`src/rtl/serial_arith_pkg.sv`:
```
// rtl/serial_arith_pkg.sv - shared types and sizing helpers for the serial subtractor
package serial_arith_pkg;

  typedef enum logic [1:0] {
    IDLE  = 2'd0,
    SHIFT = 2'd1,
    DONE  = 2'd2
  } state_t;

  // Bit counter must hold WIDTH-1; a 1-bit counter is kept even for WIDTH=1.
  function automatic int cnt_width(input int w);
    return (w > 1) ? $clog2(w) : 1;
  endfunction

endpackage

```
`src/rtl/full_subtractor_from_half.sv`:
```
// rtl/full_subtractor_from_half.sv - 1-bit full subtractor built from two half subtractors
module half_subtractor (
  input  logic x,
  input  logic y,
  output logic d,
  output logic bo
);
  assign d  = x ^ y;
  assign bo = ~x & y;
endmodule

module full_subtractor_from_half (
  input  logic a,
  input  logic b,
  input  logic bin,
  output logic d,
  output logic bo
);
  logic d1, b1, b2;

  half_subtractor u_hs0 (.x(a),  .y(b),   .d(d1), .bo(b1));
  half_subtractor u_hs1 (.x(d1), .y(bin), .d(d),  .bo(b2));

  assign bo = b1 | b2;
endmodule

```
`src/rtl/serial_subtractor.sv`:
```
// rtl/serial_subtractor.sv - bit-serial a - b - bin, LSB first, one bit per clock
module serial_subtractor
  import serial_arith_pkg::*;
#(
  parameter int WIDTH = 8
) (
  input  logic             clk,
  input  logic             rst,
  input  logic             start,
  input  logic [WIDTH-1:0] a,
  input  logic [WIDTH-1:0] b,
  input  logic             bin,
  output logic             busy,
  output logic             done,
  output logic [WIDTH-1:0] diff,
  output logic             borrow_out
);
  localparam int CW = cnt_width(WIDTH);

  state_t           state, state_nxt;
  logic [WIDTH-1:0] a_sr, b_sr, res_sr, res_nxt, d_msb;
  logic             brw_q;
  logic [CW-1:0]    cnt;
  logic             last;
  logic             fs_d, fs_bo;

  full_subtractor_from_half u_fs (
    .a   (a_sr[0]),
    .b   (b_sr[0]),
    .bin (brw_q),
    .d   (fs_d),
    .bo  (fs_bo)
  );

  assign last = (cnt == CW'(WIDTH - 1));

  // New bit enters at the MSB; written as shift-or so WIDTH=1 needs no special case.
  always_comb begin
    d_msb            = '0;
    d_msb[WIDTH-1]   = fs_d;
    res_nxt          = (res_sr >> 1) | d_msb;
  end

  always_ff @(posedge clk or posedge rst) begin
    if (rst) state <= IDLE;
    else     state <= state_nxt;
  end

  always_comb begin
    state_nxt = state;
    case (state)
      IDLE:    if (start) state_nxt = SHIFT;
      SHIFT:   if (last)  state_nxt = DONE;
      DONE:    state_nxt = IDLE;
      default: state_nxt = IDLE;
    endcase
  end

  always_comb begin
    busy = (state != IDLE);
    done = (state == DONE);
  end

  always_ff @(posedge clk or posedge rst) begin
    if (rst) begin
      a_sr       <= '0;
      b_sr       <= '0;
      res_sr     <= '0;
      brw_q      <= 1'b0;
      cnt        <= '0;
      diff       <= '0;
      borrow_out <= 1'b0;
    end else begin
      case (state)
        IDLE: begin
          if (start) begin
            a_sr  <= a;
            b_sr  <= b;
            brw_q <= bin;
            cnt   <= '0;
          end
        end
        SHIFT: begin
          a_sr   <= a_sr >> 1;
          b_sr   <= b_sr >> 1;
          res_sr <= res_nxt;
          brw_q  <= fs_bo;
          cnt    <= cnt + CW'(1);
          if (last) begin
            diff       <= res_nxt;
            borrow_out <= fs_bo;
          end
        end
        default: ;
      endcase
    end
  end

endmodule

```
`config.mk`:
```
export PLATFORM = sky130hd
export DESIGN_NAME = serial_subtractor
export DESIGN_NICKNAME = d
export VERILOG_FILES = /design/src/rtl/serial_arith_pkg.sv /design/src/rtl/full_subtractor_from_half.sv /design/src/rtl/serial_subtractor.sv
export SDC_FILE = /design/constraint.sdc
export NUM_CORES = 1
export LEC_CHECK = 0
export BUFFER_PORTS_ARGS = -buffer_cell sky130_fd_sc_hd__buf_2
export CELL_PAD_IN_SITES_DETAIL_PLACEMENT = 1
export CELL_PAD_IN_SITES_GLOBAL_PLACEMENT = 1
export CORE_MARGIN = 3
export CORE_UTILIZATION = 45
export DETAILED_ROUTE_END_ITERATION = 10
export PLACE_DENSITY = 0.8
export SYNTH_ARGS = -nofsm -noshare
export SYNTH_HDL_FRONTEND = slang
export SYNTH_HIERARCHICAL = 1
export SYNTH_SLANG_ARGS = --single-unit
```
`constraint.sdc`:
```
create_clock -name clk -period 3.7 [get_ports clk]
set_input_delay 0 -clock clk [delete_from_list [all_inputs] [get_ports clk]]
set_output_delay 0 -clock clk [all_outputs]
set_load 0.01 [all_outputs]
```
==> run metrics, run 1 <==
H-tree Lvls=2; Core ar.=around 0.0035 sq mm; critical-path cell list=ha_1 -> inv_1 -> inv_1 -> ha_1 -> or2_1 -> o21ai_0 -> a21oi_1; fill count=382; DRC Markers=0; leakage power=~1 nW; worst-margin pin slew=about 750 ps; PwrDens=about 840 mW/mm^2; CTS root buf=clkbuf_8; Crit Path Class=reg -> reg; Final Non-Filler Cells=roughly 230; CP peak stage delay=approximately 410 ps; Worst-path clk slew=approximately 70 ps; CTS tree=done; Slew headroom=between 40% and 50%; Num CTS Buffers=5; Cell Area, Synth=around 0.0017 sq mm; Post-Route WL=slightly below 4000 microns; Multi-input gate area=677 sq um; die height=~68 microns; Initial Util=a little under 50%; maximum vdd drop=0.000362 V; MaxCap Viol Count=0; vias in the first global route=between 1000 and 1500; Port Buffers=30; remaining antenna violation count after routing=0; clock sinks=38; WL/cell=16.5 microns; largest net degree at the start of global routing=39; Fin. Hold Viols=0; Syn-to-layout area delta=15.2%; GRT Util Overall=19.3%; Vias=1308; layout cells sized above 1=roughly a quarter; r2r setup slk=roughly 2100 ps; global-route wire length before repair=between 6000 and 7000 microns; Slew Viols, Final=0; Vias/cell=between 5 and 6; Clock Skew=between 2 and 2.5 ps; CTS Buffer Depth=2; #FFs+latches synth=38; Critical Path RT=3850 ps; synth warn=6; Synthesized Nets=around 180; CP max-delay cell=dfrtp_1; die width=between 60 and 70 microns; initial antenna violation count=0; CP arrival=approximately 1800 ps; die area=around 0.0046 sq mm; Seq/Total Area, Yosys=between 50% and 60%; Min Clock Period, post-route=1620 ps; 1st-iter DRT viols=between 50 and 60; Worst Setup End Kind=flop; final worst-path cycle share=about 44%; post-synthesis area per instance=roughly 11 sq um; Setup crit start kind=flop; CP Max Fanout=3; # setup viols final=0; Top Family by Delay on Critical Path=adder cells; Buf+Inv Stages, Crit Path=2; Pre-Repair DR Iteration Count=4; gpl congestion=between 0.7 and 0.8; IO Pins=31; most common cell after layout, fill and taps aside=dfrtp_1; # diodes=0; register area=951 sq um; Distinct cells, synth=23; dpl cells=about 220; Post-CTS Setup Bufs=0; Hold WC Path Type=in -> reg; worst-skew pair later-pin latency=between 200 and 300 ps; post-synthesis cell count=157; RSZ-0062 raised after global routing=no; status=finished clean; hpwl dp=2630 microns; CTS resizes=0; max frequency=slightly above 600 MHz; Overflow after GRT=0; Fin Setup TNS=0 ps; most frequent cells in the layout=38 x dfrtp_1, 30 x buf_2, 24 x o22ai_1, 22 x nand2_1, 15 x a21oi_1; Final Net Count=between 200 and 250; # rows=21
-- cells by family (layout without fill, tap and decap cells) --
group                      Yosys count  count (layout)  synth area share [%]
and+or+nand+nor                     39              39                  11.4
buffers and inverters               19              49                  5.72
DFF                                 38              38                  55.1
adders and majority gates            4               4                  2.90
AOI/OAI and AO/OA                   48              48                  17.1
muxes                                9               9                  7.83
-- timing repair --
action	CTS	global route
hold endpoints to repair	40	0
endpoints found under the setup margin	0	0
hold buffers	3	0
-- power breakdown --
group / total [W] / switching [W] / internal, W
clock: 0.000276 / 0.000133 / 0.000143
combinational: 0.000645 / 0.000346 / 0.000299
sequential: 0.000755 / 0.000147 / 0.000608
total: 0.00168 / 0.000626 / 0.00105
-- sequential cells by signal (all words and copies together) (netlist names) --
| signal | flops |
|---|---|
| a_sr | 8 |
| b_sr | 8 |
| borrow_out | 1 |
| brw_q | 1 |
| cnt | 3 |
| diff | 8 |
| res_sr | 7 |
| state | 2 |
-- layout make-up --
type	instances	area share, %
sequential	38	47.8
multi-input combinational	100	34.0
timing repair buffer	34	9.43
clock buffer	6	4.15
tap	46	2.89
inverter	9	1.70
-- metal layers --
layer  part of all wire (%)  track usage (%)  vias to the layer above
li1                       -                -                      617
met1                     47             25.6                      651
met3                    4.6             4.93                        8
met5                      0                0                        -
met4                    2.3             9.18                        0
met2                     46             29.5                       32
-- metrics by stage --
stage | utilization, % | hold slack [ps] | setup WS, ps | instance area [sq um] | power, W
floorplan | - | 170 | 2210 | 1730 | 0.00123
detailed placement | 53.3 | 141 | 2080 | 1880 | 0.00141
global placement | 53.3 | 130 | 2130 | 1880 | 0.00135
finish | 56.5 | 16.8 | 2080 | 1990 | 0.00168
CTS | 56.5 | 11.3 | 2060 | 1990 | 0.00170
global route | 56.5 | 30.2 | 1880 | 1990 | 0.00183
-- worst paths after layout --
kind | start | endpoint | cells after the start
min | b[5] | b_sr[5] | 3
min in group asynchronous | rst | diff[1] | 4
max in group asynchronous | rst | cnt[1] | 4
max | b_sr[0] | brw_q | 7
max reg2reg | b_sr[0] | brw_q | 7
min reg2reg | res_sr[7] | res_sr[6] | 2
-- worst min-delay path, cell delays in order --
cell	delay, ps
buf_2	70
o22ai_1	50
a21oi_1	130
-- Yosys cell counts --
cell type  count  area share, %
dfrtp_1       38             55
o22ai_1       24            8.7
nand2_1       22            4.8
a21oi_1       15            4.3
inv_1          9            2.0
mux2_4         9            7.8
buf_2          7            2.0
nor2_1         6            1.3
ha_1           4            2.9
nor3_1         3           0.87
o21ai_0        3           0.87
a22o_1         2            1.0
a32o_1         2            1.2
buf_6          2            1.3
nand2b_1       2           0.72
or3b_1         2            1.0
buf_4          1           0.43
nand2_8        1            1.2
nor2b_1        1           0.36
nor2b_4        1           0.80
o21ba_2        1           0.58
o21bai_1       1           0.43
or2_1          1           0.36
Note: power is estimated with default switching activity, not from simulation.
==> inputs of run 2 (changes only) <==
Settings changed: CORE_UTILIZATION 45 to 43, PLACE_DENSITY 0.8 to 0.76.
Clock period 3.7 ns to 1.5 ns, I/O delays scaled along.
==> run metrics, run 2 (synthesized netlist as in run 1, its figures left out) <==
H-tree Lvls=2 (unchanged); Slew headroom=68.3% (+19 points); CP arrival=1690 ps (-80 ps); Vias/cell=5.45 (-2.9%); Overflow after GRT=0 (unchanged); CTS tree=done; Hold WC Path Type=in -> reg; CTS root buf=clkbuf_8; maximum vdd drop=0.000914 V (+150%); met2 wire length=2170 microns (+22%); Final Net Count=223 (+5.2%); Crit Path Class=reg -> reg; Core ar.=0.00377 sq mm (+7.1%); CTS Buffer Depth=2 (unchanged); crit path launch=a_sr[0]; MaxCap Viol Count=0 (unchanged); hpwl dp=2930 microns (+11%); RSZ-0062 raised after global routing=yes; Worst-path clk slew=80 ps (about the same); worst-skew pair later-pin latency=290 ps (about the same); register area=951 sq um (unchanged); worst setup margin=-17.8 ps (-2100 ps); die height=69.4 microns (+2.1%); Hold Crit Start=b[3]; met1 wire length=1820 microns (+1.2%); Slew Viols, Final=0 (unchanged); Final Power=0.00467 W (+180%); Port Buffers=30 (unchanged); vias in the first global route=1414 (+8.0%); Initial Util=45.8% (-3.3 points); PwrDens=2180 mW/mm^2 (+160%); 1st-iter DRT viols=68 (+17%); clock sinks=38 (unchanged); Vias=1352 (+3.4%); IO Pins=31 (unchanged); GRT Util Overall=18.4% (-0.95 points); # diodes=0 (unchanged); failing checks=negative setup slack; Fin Setup TNS=-17.8 ps (-17.8 ps); placed cell area=0.00196 sq mm (+4.4%); reg2reg path depth=7 (unchanged); Syn-to-layout area delta=24.2%; worst-margin pin slew=475 ps (-278 ps); Worst Setup End Kind=flop; uppermost layer routed=met4; CP Max Fanout=2 (-1); Num CTS Buffers=5 (unchanged); # setup viols final=1 (+1); die area=0.00481 sq mm (+4.2%); r2r setup slk=-20 ps (-2100 ps); Multi-input gate area=704 sq um (+4.1%); leakage power=1.07 nW (+6.7%); status=finished with violations; global-route wire length before repair=7110 microns (+11%); most common cell after layout, fill and taps aside=dfrtp_1; R2R Path End=borrow_out; Fin. Hold Viols=0 (unchanged); gpl congestion=0.790 (-0.15%); # rows=22 (+4.8%); layout cells sized above 1=35.0% (+8.8 points); max frequency=659 MHz (+6.5%); DRC Markers=0 (unchanged); RR Startpoint=a_sr[0]; most frequent cells in the layout=38 x dfrtp_1, 30 x buf_2, 24 x o22ai_1, 22 x nand2_1, 15 x a21oi_1; largest net degree at the start of global routing=39 (unchanged); fill count=407 (+6.5%); Post-Route WL=4240 microns (+10%); Critical Path RT=1680 ps (-2170 ps); Setup crit start kind=flop; met3 WL post-DR=166 microns (-7.3%); final instance area=0.00214 sq mm (+7.8%); initial antenna violation count=0 (unchanged); Pre-Repair DR Iteration Count=4 (unchanged); final worst-path cycle share=101% (+57 points); WL/cell=17.1 microns (+3.3%); CP endpoint=borrow_out; remaining antenna violation count after routing=0 (unchanged); Min Clock Period, post-route=1520 ps (-99.0 ps); Clock Skew=7.15 ps (+4.99 ps); die width=69.4 microns (+2.1%); Top Registers=a_sr (8), b_sr (8), diff (8)
[run 2: cell count changes in the layout (fill, tap and decap cells not counted), sizes merged]
| cell | previous run | this run |
|---|---|---|
| buf | 31 | 42 |
| clkinv | 0 | 2 |
| bufinv | 0 | 1 |
| clkbuf | 6 | 5 |
| clkinvlp | 0 | 1 |
| inv | 9 | 8 |
[run 2: layout make-up]
class / count / share of cell area (%)
clock buffers: 5 / 3.21
clock inverters: 3 / 1.87
inverters: 9 / 1.75
multi-input cells: 100 / 32.8
flip-flops and latches: 38 / 44.3
well taps: 48 / 2.80
repair buffers: 45 / 13.2
[run 2: worst min-delay path by stage]
stage	endpoint	slack [ps]	cells past startpoint
2_1_floorplan	a_sr[7]	170	1
6_report	b_sr[3]	20	3
5_1_grt	b_sr[5]	10	3
3_3_place_gp	diff[0]	130	3
3_5_place_dp	diff[0]	140	3
4_1_cts	b_sr[3]	8	3
[run 2: through the flow]
step	setup slack [ps]	cells	utilization, %	hold WS [ps]
global placement	8.84	235	52.0	127
detailed placement	-86.1	235	52.0	136
global route	-54.7	248	56.9	13.5
finish	-17.8	248	56.9	15.4
CTS	-49.4	248	56.2	8.12
floorplan	14.4	157	-	170
[run 2: where the power goes]
| part | total (W) | internal (W) | switching [W] |
|---|---|---|---|
| Clock | 0.000846 | 0.000489 | 0.000357 |
| Sequential | 0.00186 | 0.00150 | 0.000365 |
| Combinational | 0.00196 | 0.000965 | 0.000998 |
| Total | 0.00467 | 0.00295 | 0.00172 |
[run 2: repair_timing]
action | in CTS | in global routing
buffers inserted | 2 | 0
hold buffers | 3 | 0
hold endpoints to repair | 40 | 0
gates cloned | 0 | 0
pin swaps | 2 | 2
gates resized for setup | 4 | 6
setup endpoints to repair | 3 | 3
[run 2: critical path: stages, from the launching register on]
cell and delay, ps:
dfrtp_1 410, inv_2 80, ha_4 190, inv_2 50, inv_2 40, ha_4 140
or2_4 240, mux2_4 260
[run 2: metal layers]
layer | vias to the layer above | GRT usage, %
met2 | 30 | 29.4
met3 | 9 | 4.93
met5 | - | 0
met1 | 677 | 23.9
met4 | 0 | 6.51
li1 | 636 | -
